### config.mk
export PLATFORM = sky130hd
export DESIGN_NAME = hazard_stall_unit
export DESIGN_NICKNAME = d
export VERILOG_FILES = /design/src/rtl/hazard_stall_unit.sv
export SDC_FILE = /design/constraint.sdc
export NUM_CORES = 1
export LEC_CHECK = 0
export ABC_AREA = 1
export CAP_MARGIN = 20
export CORE_UTILIZATION = 38
export DETAILED_ROUTE_END_ITERATION = 8
export PLACE_DENSITY = 0.83
export SLEW_MARGIN = 10
export SYNTH_ARGS = -nofsm -noshare
export SYNTH_HDL_FRONTEND = slang
export SYNTH_SLANG_ARGS = --single-unit
export TNS_END_PERCENT = 5
### constraint.sdc
create_clock -name clk_i -period 2.1 [get_ports clk_i]
set_clock_uncertainty 0.2 [all_clocks]
set_input_delay 0.42 -clock clk_i [delete_from_list [all_inputs] [get_ports clk_i]]
set_output_delay 0.42 -clock clk_i [all_outputs]
set_load 0.05 [all_outputs]
### src/rtl/hazard_stall_unit.sv
// rtl/hazard_stall_unit.sv - pipeline stall/flush controller (load-use, multi-cycle multiply, taken branch); optional perf counters via HAZARD_PERF_CNT_EN
module hazard_stall_unit #(
    parameter int MULT_LAT = 4,
    parameter int REG_W    = 5
) (
    input  logic             clk_i,
    input  logic             rst_i,
    input  logic [REG_W-1:0] ID_rs,
    input  logic [REG_W-1:0] ID_rt,
    input  logic             ID_uses_rt,
    input  logic             IE_memread,
    input  logic [REG_W-1:0] IE_rt,
    input  logic             IE_mult_start,
    input  logic             branch_taken,
    output logic             pc_write,
    output logic             IFID_write,
    output logic             IFID_flush,
    output logic             IDEX_write,
    output logic             IDEX_flush,
    output logic             EXMEM_flush,
`ifdef HAZARD_PERF_CNT_EN
    output logic [31:0]      perf_lu_cnt,
    output logic [31:0]      perf_mult_cnt,
    output logic [31:0]      perf_flush_cnt,
`endif
    output logic             busy
);

    // Counter is loaded at the start cycle, so the start cycle itself is the first stall
    localparam logic [3:0] LP_CNT_INIT = 4'(MULT_LAT - 2);

    typedef enum logic {
        RUN  = 1'b0,
        MULT = 1'b1
    } state_t;

    state_t     r_state;
    state_t     w_state_nxt;
    logic [3:0] r_cnt;
    logic [3:0] w_cnt_nxt;

    logic       w_load_use;
    logic       w_lu_bubble;
    logic       w_mult_stall;
    logic       w_br_flush;

    // Load-use detection; a load into $0 never creates a dependency
    always_comb begin
        w_load_use = IE_memread && (IE_rt != '0) &&
                     ((IE_rt == ID_rs) || (ID_uses_rt && (IE_rt == ID_rt)));
    end

    // State and countdown register, reset aborts any multiply sequence
    always_ff @(posedge clk_i) begin
        if (rst_i) begin
            r_state <= RUN;
            r_cnt   <= '0;
        end else begin
            r_state <= w_state_nxt;
            r_cnt   <= w_cnt_nxt;
        end
    end

    // Next state and outputs; priority is reset > branch > multiply > load-use
    always_comb begin
        w_state_nxt  = r_state;
        w_cnt_nxt    = r_cnt;
        pc_write     = 1'b1;
        IFID_write   = 1'b1;
        IFID_flush   = 1'b0;
        IDEX_write   = 1'b1;
        IDEX_flush   = 1'b0;
        EXMEM_flush  = 1'b0;
        busy         = 1'b0;
        w_lu_bubble  = 1'b0;
        w_mult_stall = 1'b0;
        w_br_flush   = 1'b0;

        if (rst_i) begin
            pc_write    = 1'b0;
            IFID_write  = 1'b0;
            IDEX_write  = 1'b0;
            IFID_flush  = 1'b1;
            IDEX_flush  = 1'b1;
            EXMEM_flush = 1'b1;
            w_state_nxt = RUN;
            w_cnt_nxt   = '0;
        end else if (branch_taken) begin
            // The branch is older than anything in EX, so it also kills a multiply
            IFID_flush  = 1'b1;
            IDEX_flush  = 1'b1;
            EXMEM_flush = 1'b1;
            w_br_flush  = 1'b1;
            w_state_nxt = RUN;
            w_cnt_nxt   = '0;
        end else begin
            unique case (r_state)
                RUN: begin
                    if (IE_mult_start) begin
                        pc_write     = 1'b0;
                        IFID_write   = 1'b0;
                        IDEX_write   = 1'b0;
                        EXMEM_flush  = 1'b1;
                        busy         = 1'b1;
                        w_mult_stall = 1'b1;
                        w_state_nxt  = MULT;
                        w_cnt_nxt    = LP_CNT_INIT;
                    end else if (w_load_use) begin
                        // One bubble; next cycle the load is in EX/MEM and the hazard clears
                        pc_write    = 1'b0;
                        IFID_write  = 1'b0;
                        IDEX_flush  = 1'b1;
                        w_lu_bubble = 1'b1;
                    end
                end
                MULT: begin
                    busy = 1'b1;
                    if (r_cnt != '0) begin
                        pc_write     = 1'b0;
                        IFID_write   = 1'b0;
                        IDEX_write   = 1'b0;
                        EXMEM_flush  = 1'b1;
                        w_mult_stall = 1'b1;
                        w_cnt_nxt    = r_cnt - 4'd1;
                    end else begin
                        // Release: product latches into EX/MEM with normal advance
                        w_state_nxt = RUN;
                    end
                end
                default: begin
                    w_state_nxt = RUN;
                    w_cnt_nxt   = '0;
                end
            endcase
        end
    end

`ifdef HAZARD_PERF_CNT_EN
    logic [31:0] r_perf_lu;
    logic [31:0] r_perf_mult;
    logic [31:0] r_perf_flush;

    // Event counters, free-running with natural 32-bit wrap
    always_ff @(posedge clk_i) begin
        if (rst_i) begin
            r_perf_lu    <= '0;
            r_perf_mult  <= '0;
            r_perf_flush <= '0;
        end else begin
            if (w_lu_bubble)  r_perf_lu    <= r_perf_lu + 32'd1;
            if (w_mult_stall) r_perf_mult  <= r_perf_mult + 32'd1;
            if (w_br_flush)   r_perf_flush <= r_perf_flush + 32'd1;
        end
    end

    assign perf_lu_cnt    = r_perf_lu;
    assign perf_mult_cnt  = r_perf_mult;
    assign perf_flush_cnt = r_perf_flush;
`endif

endmodule

==> After elaboration in Yosys (flattened, before gate mapping) <==
Cells that the tools add are included.
{ "word_totals": {"register_bits": 5, "latchBits": 0, "mem_bits_rw": 0, "mem_bits_ro": 0, "word_cells": 44, "n_memories": 0} }
{ "classes": {"add_sub_neg": 1, "mul": 0, "div": 0, "magnitude_cmp": 0, "eq_ne": 4, "n_shift": 0, "n_mux": 28, "n_bitwise": 1, "n_reduce_logical": 8} }
{ "op_table": {"columns": ["operator", "n"], "rows": [
  ["1-bit 2-to-1 mux", 21],
  ["5-bit equality test", 2],
  ["4-bit 2-to-1 mux", 2],
  ["1-bit one-hot mux with 2 select lines", 4],
  ["4-bit one-hot mux with 2 select lines", 1],
  ["5-bit nonzero test", 1],
  ["4-bit nonzero test", 1],
  ["4-bit by 1-bit subtractor with 4-bit output (second input constant)", 1],
  ["1-bit logical AND", 3],
  ["2-bit by 1-bit inequality test with 1-bit output (second input constant)", 1],
  ["2-bit inequality test (second input constant)", 1],
  ["2-bit AND reduction", 1],
  ["2-bit OR reduction", 1],
  ["1-bit logical OR", 1],
  ["1-bit NOT", 1]
]} }

==> Longest topological paths before layout <==
Gate-level depths: netlist (run 1).
{ "logic_depth": {"word_depth": 9, "ltp_mapped": 10, "ltp_nobuf": 9} }

==> Least setup slack after synthesis (run 1) <==
OpenSTA, ideal clock, no wires.
{ "synth_timing": {"path_type": "reg-to-output", "startpoint": "reg r_cnt[1]", "endpoint": "out pc_write", "arrival_time_ps": 1883, "required_ps": 1480, "slack_ps": -403, "path_stages_with_launch": 10, "n_path_buf": 1, "cell_sequence": "dfxtp_1 > inv_1 > ha_1 > nand4_2 > nand2_2 > o21bai_1 > inv_1 > nand2_1 > inv_1 > buf_4"} }
{ "synth_between": {"elab_chain_cells": 5} }
{ "synth_rtl": {"columns": ["item", "line", "source"], "rows": [
  ["start, declared", "39", "logic [3:0] r_cnt;"],
  ["start signal, assigned", "60", "r_cnt <= w_cnt_nxt;"],
  ["4-bit nonzero test", "118", "if (r_cnt != '0) begin"],
  ["1-bit 2-to-1 mux", null, null],
  ["1-bit one-hot mux with 2 select lines", null, null],
  ["1-bit 2-to-1 mux (2 in series)", null, null],
  ["end, declared", "15", "output logic pc_write,"]
]} }
Every way passes these cells.

==> Worst setup path after layout (run 1) <==
{ "layout_timing": {"startpoint": "in branch_taken", "endpoint": "out pc_write"} }
{ "layout_between": {"elab_chain_cells": 2} }
{ "layout_rtl": {"columns": ["item", "line", "source"], "rows": [
  ["start, declared", "14", "input logic branch_taken,"],
  ["1-bit 2-to-1 mux", "88", "end else if (branch_taken) begin"],
  ["1-bit 2-to-1 mux", "79", "if (rst_i) begin"]
]} }
Every way passes these cells.

==> qor.csv, run 1 <==
stage,metric,value,unit
floorplan,die-height,40.2,um
clock_network,htree_levels,1,
floorplan,row_count,13,
timing,fin_crit,2.18,ns
global_routing,grt_max_degree,6,
route,antenna_left,0,
yosys,ys.flop_type,dfxtp_1,
route,wl_met1,682,um
global_routing,antenna_found_initial,0,
route,wl_met3,65,um
finish,drive_above_1_share,36.4,%
route,vias_per_cell,4.65,
finish,layout_commonest_cell,nand2_1,
clock_network,cts_tree,built,
worst_hold_path,min-delay-start,r_cnt[0]$_SDFFE_PP0P_,
run,maxCapViolations,0,
clock_network,cts_buffers,3,
timing,slew_viol_final,0,
route,initialDrtViolationCount,16,
yosys,yosys_warnings,0,
clock_network,clockBufferDepth,2,
timing,layout_setup_ws,-0.0824,ns
finish,diodes,0,
yosys,ys_seq_area_share,18.1,%
global_routing,first_global_vias,640,
floorplan,core,1330,sq um
critical_path,arrival,1.56,ns
finish,final_cell_mix,"36 x nand2_1, 16 x inv_1, 11 x dlygate4sd2_1, 10 x inv_2, 9 x buf_4",
yosys,synth_area,554,sq um
place,dpl.hpwl,1.34,mm
clock_network,holdBufCountCts,0,
timing,setup_viol,4,
floorplan,die_w,40.2,um
critical_path,start_kind,primary input,
critical_path,path_max_fanout,3,
timing,max_slew.worst_pin.slew,0.256,ns
floorplan,start_util,41.6,%
yosys,yosys_register_bits,5,
place,io_buffers,27,
yosys,synth.area.top_cells,"nand2_1 26%, dfxtp_1 18%, inv_1 15%",
yosys,syn_inst,104,
run_status,violations,negative setup slack,
route,wl_per_cell,10.2,um
finish,final_core_util,76.9,%
clock_network,clock_sinks,5,
critical_path,worstSetupPathType,in -> out,
finish,num-nets-final,167,
global_routing,overflow,0,
place,dpl_worst_slack,-0.405,ns
global_routing,grt_usage,22.1,%
run_status,status,"finished, violations left",
clock_network,root_buffer,clkbuf_4,
timing,slew_headroom,82.8,%
route,totalWireLength,1.61,mm
route,wl_met2,824,um
yosys,synth.top_cell.area_share,25.7,%
power_and_ir_drop,ir_worst_vdd,0.240,mV
timing,finalCritPeriodShare,104,%
global_routing,grt_pass1_wl,2.37,mm
route,drt-pass1-iter-count,4,
route,vias,735,
critical_path,end_kind,primary output,
power_and_ir_drop,power.density,401,nW/um^2
yosys,yosysUniqueCellTypes,21,
floorplan,io_pins,28,
place,place.gp.congestion,0.890,
critical_path,cp.required,1.48,ns
yosys,syn_avg_cell_area,5.33,sq um
timing,max_clock_freq,458,MHz
clock_network,cts.clk_slew.worst_paths,0.04,ns
yosys,synth_edf_count,0,
route,drc,0,
critical_path,rr_startpoint,r_cnt[1]$_SDFFE_PP0P_,
finish,area_delta_synth_final,85.1,%
timing,fin_setup_tns,-0.285,ns
critical_path,r2r_slack,0.57,ns
timing,hold_violations,0,
worst_hold_path,min_path_type,reg -> reg,
route,top_layer,met4,
timing,rsz0062_at_grt,yes,
yosys,yosysTopAreaCell,nand2_1,
yosys,async_flop_share,0,%
floorplan,die-area,1620,sq um
clock_network,insertion_delay,0.25,ns
power_and_ir_drop,p_leak,0.550,nW
critical_path,startpoint,branch_taken,
yosys,syn-num-nets,127,
logic make-up after synthesis:
family                   synth area share [%]
flip-flops                               18.1
buffers and inverters                    20.3
AO/OA/AOI/OAI                            12.4
adder cells (fa/ha/maj)                  4.51
XOR/XNOR                                 1.58
AND/OR/NAND/NOR                          43.1
power by group:
part,internal [W],switching [W]
combinational,0.0000939,0.000103
clock,0.0000720,0.0000423
sequential,0.0000977,0.00000328
stage by stage:
stage / area (sq um) / instances / total power [W] / hold slack (ns)
after global routing: 1030 / 158 / 0.000438 / 0.302
after floorplan: 592 / 104 / 0.000202 / 0.225
after detailed placement: 981 / 151 / 0.000302 / 0.265
final: 1030 / 158 / 0.000412 / 0.271
after global placement: 981 / 151 / 0.000297 / 0.252
after CTS: 1000 / 157 / 0.000411 / 0.271
state kept, by name (all words and copies together) (netlist names):
name / count
r_cnt: 4
r_state: 1
worst paths after layout:
kind / to / depth (start not counted)
setup / recovery: pc_write / 8
hold / removal: r_cnt[0]$_SDFFE_PP0P_ / 1
setup reg to reg: r_cnt[2]$_SDFFE_PP0P_ / 8
hold reg to reg: r_cnt[0]$_SDFFE_PP0P_ / 1
layer usage:
metal,GRT usage (%),vias to the layer above
met5,0,-
met4,10.0,0
met3,5.00,4
met2,39.5,26
met1,24.6,319
li1,-,386
final cells by class:
cell class	count	area, sq um
clock buffers	4	26.3
fillers	103	308
inverters	28	111
multi-input cells	70	385
repair buffers	36	379
well taps	15	18.8
flip-flops and latches	5	105
synth_stat cells, types with 2 or more instances:
cell type,number
a21oi_1,2
dfxtp_1,5
ha_1,2
inv_1,22
inv_2,6
nand2_1,38
nand2_2,2
nand3_1,3
nor2_1,7
nor2_2,3
o21ai_0,4
worst max-delay path: stages:
cell	delay, ns
clkdlybuf4s50_1	0.47
inv_1	0.08
nand2_1	0.07
inv_1	0.07
nand3_2	0.08
nand2_2	0.09
clkinvlp_4	0.12
buf_12	0.17
what timing repair did:
action	in CTS	in global routing
resized for setup	22	14
buffers inserted	2	1
cloned	0	0
pin swaps	15	9
endpoints found under the hold margin	0	0
endpoints found under the setup margin	6	6
Note: power is estimated with default switching activity, not from simulation.
==> inputs of run 2 (changes only) <==
--- a/config.mk
+++ b/config.mk
@@ -7,9 +7,9 @@
 export LEC_CHECK = 0
 export ABC_AREA = 1
 export CAP_MARGIN = 20
-export CORE_UTILIZATION = 38
+export CORE_UTILIZATION = 24
 export DETAILED_ROUTE_END_ITERATION = 8
-export PLACE_DENSITY = 0.83
+export PLACE_DENSITY = 0.59
 export SLEW_MARGIN = 10
 export SYNTH_ARGS = -nofsm -noshare
 export SYNTH_HDL_FRONTEND = slang
==> qor.csv, run 2 (synthesis gave the netlist of run 1 again) <==
stage,metric,value,unit
critical_path,end_kind,primary output,
global_routing,grt_pass1_wl,2.66,mm
global_routing,first_global_vias,654,
floorplan,io_pins,28,
finish,area_delta_synth_final,85.1,%
timing,fin_crit,2.10,ns
finish,top_register,r_cnt,
critical_path,arrival,1.48,ns
finish,fin_cells,173,
floorplan,core,2190,sq um
critical_path,crit_path_top_delay_cell,dfxtp_2,
global_routing,antenna_found_initial,0,
run,maxCapViolations,0,
critical_path,start_kind,flop,
finish,top_regs,"r_cnt (4), r_state (1)",
run_status,status,completed,
critical_path,crit_chain,"inv_2, ha_4, nand4_4, nand2_2, o21bai_1, inv_2, nand2_2, clkinvlp_4, buf_8",
floorplan,die-height,50.1,um
floorplan,die-area,2510,sq um
place,dpl.hpwl,1.22,mm
worst_hold_path,min_path_type,reg -> reg,
finish,fin_area,1030,sq um
critical_path,cp.depth,9,
critical_path,cp.required,1.48,ns
floorplan,start_util,25.3,%
clock_network,holdBufCountCts,0,
clock_network,clockBufferDepth,2,
timing,max_slew.worst_pin.slew,0.217,ns
route,totalWireLength,1.45,mm
critical_path,cp.buffers_inverters,4,
power_and_ir_drop,ir_worst_vdd,0.217,mV
finish,drive_above_1_share,38.6,%
worst_hold_path,worstHoldPathCells,2,
route,drt-pass1-iter-count,3,
critical_path,slowest_delay,0.34,ns
clock_network,cts_buffers,3,
place,io_buffers,27,
critical_path,worstSetupPathType,reg -> out,
route,antenna_left,0,
clock_network,htree_levels,1,
timing,finalCritPeriodShare,100,%
critical_path,r2r_slack,0.65,ns
route,drc,0,
power_and_ir_drop,power.density,400,nW/um^2
critical_path,reg2reg_depth,8,
finish,num-nets-final,169,
finish,fillCellCount,233,
timing,slew_headroom,85.5,%
route,vias_per_cell,3.99,
timing,rsz0062_at_grt,yes,
place,place_inst,166,
clock_network,cts.clk_slew.worst_paths,0.05,ns
finish,largest_reg_flops,4,
critical_path,path_max_fanout,3,
timing,layout_setup_ws,0.000249,ns
finish,layout_commonest_cell,nand2_1,
global_routing,grt_max_degree,5,
critical_path,path_delay_family,buffers and inverters,
timing,hold_violations,0,
finish,final_cell_mix,"36 x nand2_1, 15 x inv_1, 12 x inv_2, 11 x buf_4",
place,place_area,987,sq um
place,dpl_worst_slack,-0.377,ns
clock_network,root_buffer,clkbuf_4,
global_routing,grt_usage,13.6,%
clock_network,cts_tree,built,
clock_network,clock_sinks,5,
finish,final_core_util,46.8,%
floorplan,row_count,17,
route,vias,691,
timing,slew_viol_final,0,
power_and_ir_drop,power.total,0.000410,W
clock_network,insertion_delay,0.25,ns
floorplan,die_w,50.1,um
place,place.gp.congestion,0.772,
route,wl_per_cell,8.35,um
route,initialDrtViolationCount,14,
power_and_ir_drop,p_leak,0.550,nW
finish,diodes,0,
timing,setup_viol,0,
global_routing,overflow,0,
timing,max_clock_freq,476,MHz
run 2: cell count changes in the layout (fill, tap and decap cells not counted), moves of 2 or more:
| cell | before | now |
|---|---|---|
| buf_2 | 0 | 5 |
| dlygate4sd2_1 | 11 | 6 |
| clkdlybuf4s15_1 | 3 | 6 |
| buf_12 | 7 | 5 |
| buf_4 | 9 | 11 |
| buf_8 | 0 | 2 |
| clkbuf_2 | 3 | 1 |
| inv_2 | 10 | 12 |
run 2: final timing paths:
kind / startpoint / to
hold reg to reg: r_cnt[0]$_SDFFE_PP0P_ / r_cnt[0]$_SDFFE_PP0P_
setup reg to reg: r_cnt[1]$_SDFFE_PP0P_ / r_cnt[2]$_SDFFE_PP0P_
hold / removal: r_cnt[0]$_SDFFE_PP0P_ / r_cnt[0]$_SDFFE_PP0P_
setup / recovery: r_cnt[0]$_SDFFE_PP0P_ / pc_write
run 2: cell type report:
class                   count  area [sq um]  share of cell area [%]
multi-input cells          70           378                    36.8
repair buffers             38           375                    36.6
inverters                  28           109                    10.6
flip-flops and latches      5           103                    10.0
well taps                  28          35.0                    3.41
clock buffers               4          26.3                    2.56
run 2: routing by layer:
| layer | track usage (%) | wire length [um] | share of wire [%] |
|---|---|---|---|
| met5 | 0 | 0 | 0 |
| met4 | 2.86 | 5 | 0.35 |
| met3 | 2.78 | 45 | 3.1 |
| met2 | 24.4 | 725 | 50 |
| met1 | 16.2 | 669 | 46 |
run 2: worst reg2reg max path, stage by stage (launching register included):
cell     delay (ns)
dfxtp_2        0.32
inv_2          0.07
ha_4           0.15
nand4_4        0.08
nand2_2        0.09
buf_4          0.11
nand2_1        0.10
buf_4          0.17
o21ai_1        0.10
run 2: timing repair:
item	4_1_cts	5_1_grt
buffers inserted	3	0
gates resized for setup	44	8
pin swaps	20	8
endpoints found under the setup margin	5	5
run 2: where the power goes:
part	internal, W	switching [W]	leakage (nW)
clock	0.0000723	0.0000460	0.0150
combinational	0.0000916	0.0000988	0.494
sequential	0.0000988	0.00000297	0.0416
total	0.000263	0.000148	0.550
run 2: stage by stage:
stage	TNS (ns)	hold WS [ns]
final	0	0.341
after global routing	-0.278	0.380
after CTS	-0.0346	0.327
after detailed placement	-1.23	0.241
after global placement	-1.15	0.240
after floorplan	-0.0921	0.225
==> inputs of run 3 (changes only) <==
--- a/config.mk
+++ b/config.mk
@@ -5,11 +5,10 @@
 export SDC_FILE = /design/constraint.sdc
 export NUM_CORES = 1
 export LEC_CHECK = 0
-export ABC_AREA = 1
 export CAP_MARGIN = 20
 export CORE_UTILIZATION = 24
 export DETAILED_ROUTE_END_ITERATION = 8
-export PLACE_DENSITY = 0.59
+export PLACE_DENSITY = 0.63
 export SLEW_MARGIN = 10
 export SYNTH_ARGS = -nofsm -noshare
 export SYNTH_HDL_FRONTEND = slang
==> constraint.sdc (replaced) <==
create_clock -name clk_i -period 2.2 [get_ports clk_i]
set_clock_uncertainty 0.2 [all_clocks]
set_input_delay 0.44 -clock clk_i [delete_from_list [all_inputs] [get_ports clk_i]]
set_output_delay 0.44 -clock clk_i [all_outputs]
set_load 0.05 [all_outputs]
==> qor.csv, run 3 <==
stage,metric,value,unit
run_status,status,"finished, violations left",
run_status,violations,negative setup slack,
timing,hold_violations,0,
critical_path,cp.buffers_inverters,3,
timing,max_slew.worst_pin.slew,0.362,ns
power_and_ir_drop,power.total,0.000380,W
finish,fillCellCount,147,
finish,top_regs,"r_cnt (4), r_state (1)",
power_and_ir_drop,ir_worst_vdd,0.222,mV
route,vias_per_cell,4.67,
timing,whs,0.291,ns
timing,rsz0062_at_grt,yes,
place,dpl_worst_slack,-0.651,ns
run,maxCapViolations,0,
yosys,syn_inst,53,
clock_network,htree_levels,1,
timing,slew_headroom,75.6,%
timing,slew_viol_final,0,
yosys,async_flop_share,0,%
floorplan,start_util,27.1,%
worst_hold_path,min-delay-start,r_cnt[1]$_SDFFE_PP0P_,
yosys,yosys_warnings,0,
clock_network,holdBufCountCts,0,
floorplan,die-height,44.2,um
place,place.gp.congestion,0.813,
clock_network,cts_setup_buffers,0,
global_routing,grt_pass1_wl,1.94,mm
worst_hold_path,min_path_type,reg -> reg,
global_routing,overflow,0,
yosys,yosysTopAreaCell,dfxtp_1,
finish,drive_above_1_share,49.5,%
finish,top_register,r_cnt,
floorplan,die-area,1960,sq um
clock_network,clock_sinks,5,
finish,area_delta_synth_final,127,%
critical_path,worstSetupPathType,in -> out,
timing,max_clock_freq,416,MHz
route,totalWireLength,1.10,mm
critical_path,path_max_fanout,3,
yosys,ys_seq_area_share,23.4,%
timing,fin_crit,2.40,ns
critical_path,slowest_delay,0.56,ns
finish,num-nets-final,121,
finish,final_core_util,61.7,%
yosys,syn-num-nets,76,
floorplan,core,1580,sq um
power_and_ir_drop,p_clk_share,27.3,%
global_routing,antenna_found_initial,0,
power_and_ir_drop,p_switching,0.000120,W
floorplan,row_count,14,
route,drc,0,
clock_network,clockBufferDepth,2,
clock_network,cts_tree,built,
finish,layout_commonest_cell,buf_4,
place,io_buffers,27,
timing,setup_viol,4,
power_and_ir_drop,intPower,0.000259,W
critical_path,startpoint,IE_rt[1],
critical_path,arrival,1.76,ns
yosys,synth.area.top_cells,"dfxtp_1 23%, xor2_1 18%, nor2_1 7.9%",
place,dpl.hpwl,992,um
critical_path,end_kind,primary output,
yosys,ys.flop_type,dfxtp_1,
route,wl_per_cell,9.75,um
yosys,synth_area,428,sq um
power_and_ir_drop,p_leak,0.425,nW
floorplan,io_pins,28,
clock_network,root_buffer,clkbuf_4,
global_routing,grt_usage,13.5,%
critical_path,cp.required,1.56,ns
finish,final_cell_mix,"13 x buf_4, 9 x xor2_1, 7 x nor2_1, 7 x dlygate4sd2_1, 7 x buf_12",
worst_hold_path,worstHoldPathCells,2,
yosys,syn_avg_cell_area,8.07,sq um
power_and_ir_drop,pwr-share-comb,47.3,%
finish,largest_reg_flops,4,
yosys,yosysUniqueCellTypes,24,
route,antenna_left,0,
power_and_ir_drop,switching_share,31.6,%
clock_network,insertion_delay,0.24,ns
yosys,yosys-top-cells-count,"9 x nor2_1, 9 x xor2_1, 5 x dfxtp_1",
critical_path,path_delay_family,simple AND/OR/NAND/NOR gates,
critical_path,reg2reg_depth,6,
yosys,yosys_register_bits,5,
critical_path,crit_chain,"clkdlybuf4s15_2, or4_1, o21ai_2, buf_4, o41ai_4, buf_12",
clock_network,cts_buffers,3,
clock_network,cts.clk_slew.worst_paths,0.04,ns
floorplan,die_w,44.2,um
timing,layout_setup_ws,-0.203,ns
global_routing,grt_max_degree,8,
critical_path,cp.depth,6,
yosys,synth.top_cell.area_share,23.4,%
power_and_ir_drop,pwr-share-seq,25.4,%
critical_path,start_kind,primary input,
critical_path,rr_startpoint,r_cnt[1]$_SDFFE_PP0P_,
yosys,synth_edf_count,0,
route,drt-pass1-iter-count,5,
route,vias,528,
timing,finalCritPeriodShare,109,%
finish,diodes,0,
global_routing,first_global_vias,519,
critical_path,crit_path_top_delay_cell,or4_1,
route,initialDrtViolationCount,4,
power_and_ir_drop,power.density,390,nW/um^2
==> run 3: per-stage QoR <==
step | setup TNS (ns) | instance area (sq um) | std cells
2_1_floorplan | -0.605 | 475 | 53
3_3_place_gp | -1.87 | 930 | 109
3_5_place_dp | -1.94 | 930 | 109
4_1_cts | -0.644 | 966 | 113
5_1_grt | -0.917 | 973 | 113
6_report | -0.600 | 973 | 113
==> run 3: worst min-delay path, stage by stage, from the launching register on <==
cell and delay, ns:
dfxtp_2 0.31, inv_2 0.06, a221oi_1 0.07
==> run 3: cell families (layout without fill, tap and decap cells) <==
family | Yosys count | count (layout) | share of synthesized area (%)
AOI/OAI and AO/OA | 10 | 10 | 16.4
xor gates and xnor gates | 10 | 10 | 20.5
adders and majority gates | 2 | 2 | 5.85
buffers and inverters | 4 | 48 | 4.39
DFF | 5 | 5 | 23.4
muxes | 1 | 1 | 2.34
and+or+nand+nor | 21 | 21 | 27.2
==> run 3: power by group through the flow <==
stage | logic, W | registers (W) | clock network, W
after CTS | 0.000179 | 0.0000962 | 0.000108
final | 0.000179 | 0.0000964 | 0.000104
after global placement | 0.000178 | 0.0000974 | 0
after detailed placement | 0.000180 | 0.0000974 | 0
after global routing | 0.000192 | 0.0000968 | 0.000115
after floorplan | 0.0000769 | 0.0000969 | 0
==> run 3: final cells by class <==
class                           instances  area (sq um)  area share (%)
Tap cell                               16          20.0            2.06
Clock buffer                            4          26.3            2.70
Sequential cell                         5           103            10.5
Timing Repair Buffer                   41           424            43.6
Inverter                                3          11.3            1.16
Multi-Input combinational cell         44           389            40.0
==> run 3: path summary, 6_finish.rpt <==
| kind | end | slack (ns) |
|---|---|---|
| worst max register to register | r_cnt[1]$_SDFFE_PP0P_ | 0.45 |
| worst max-delay path | IDEX_flush | -0.20 |
| worst min register to register | r_cnt[1]$_SDFFE_PP0P_ | 0.29 |
| worst min-delay path | r_cnt[1]$_SDFFE_PP0P_ | 0.29 |
==> run 3: metal layers <==
metal,track usage [%],up-vias,wire [um],part of all wire (%)
met4,1.82,0,0,0
met3,6.12,0,67,6.1
li1,-,275,-,-
met2,23.5,23,609,55
met1,15.6,230,425,39
met5,0,-,0,0
==> run 3: what timing repair did <==
item | 4_1_cts | 5_1_grt
endpoints found under the hold margin | 0 | 0
pin swaps | 12 | 2
endpoints found under the setup margin | 5 | 6
resized for setup | 47 | 2
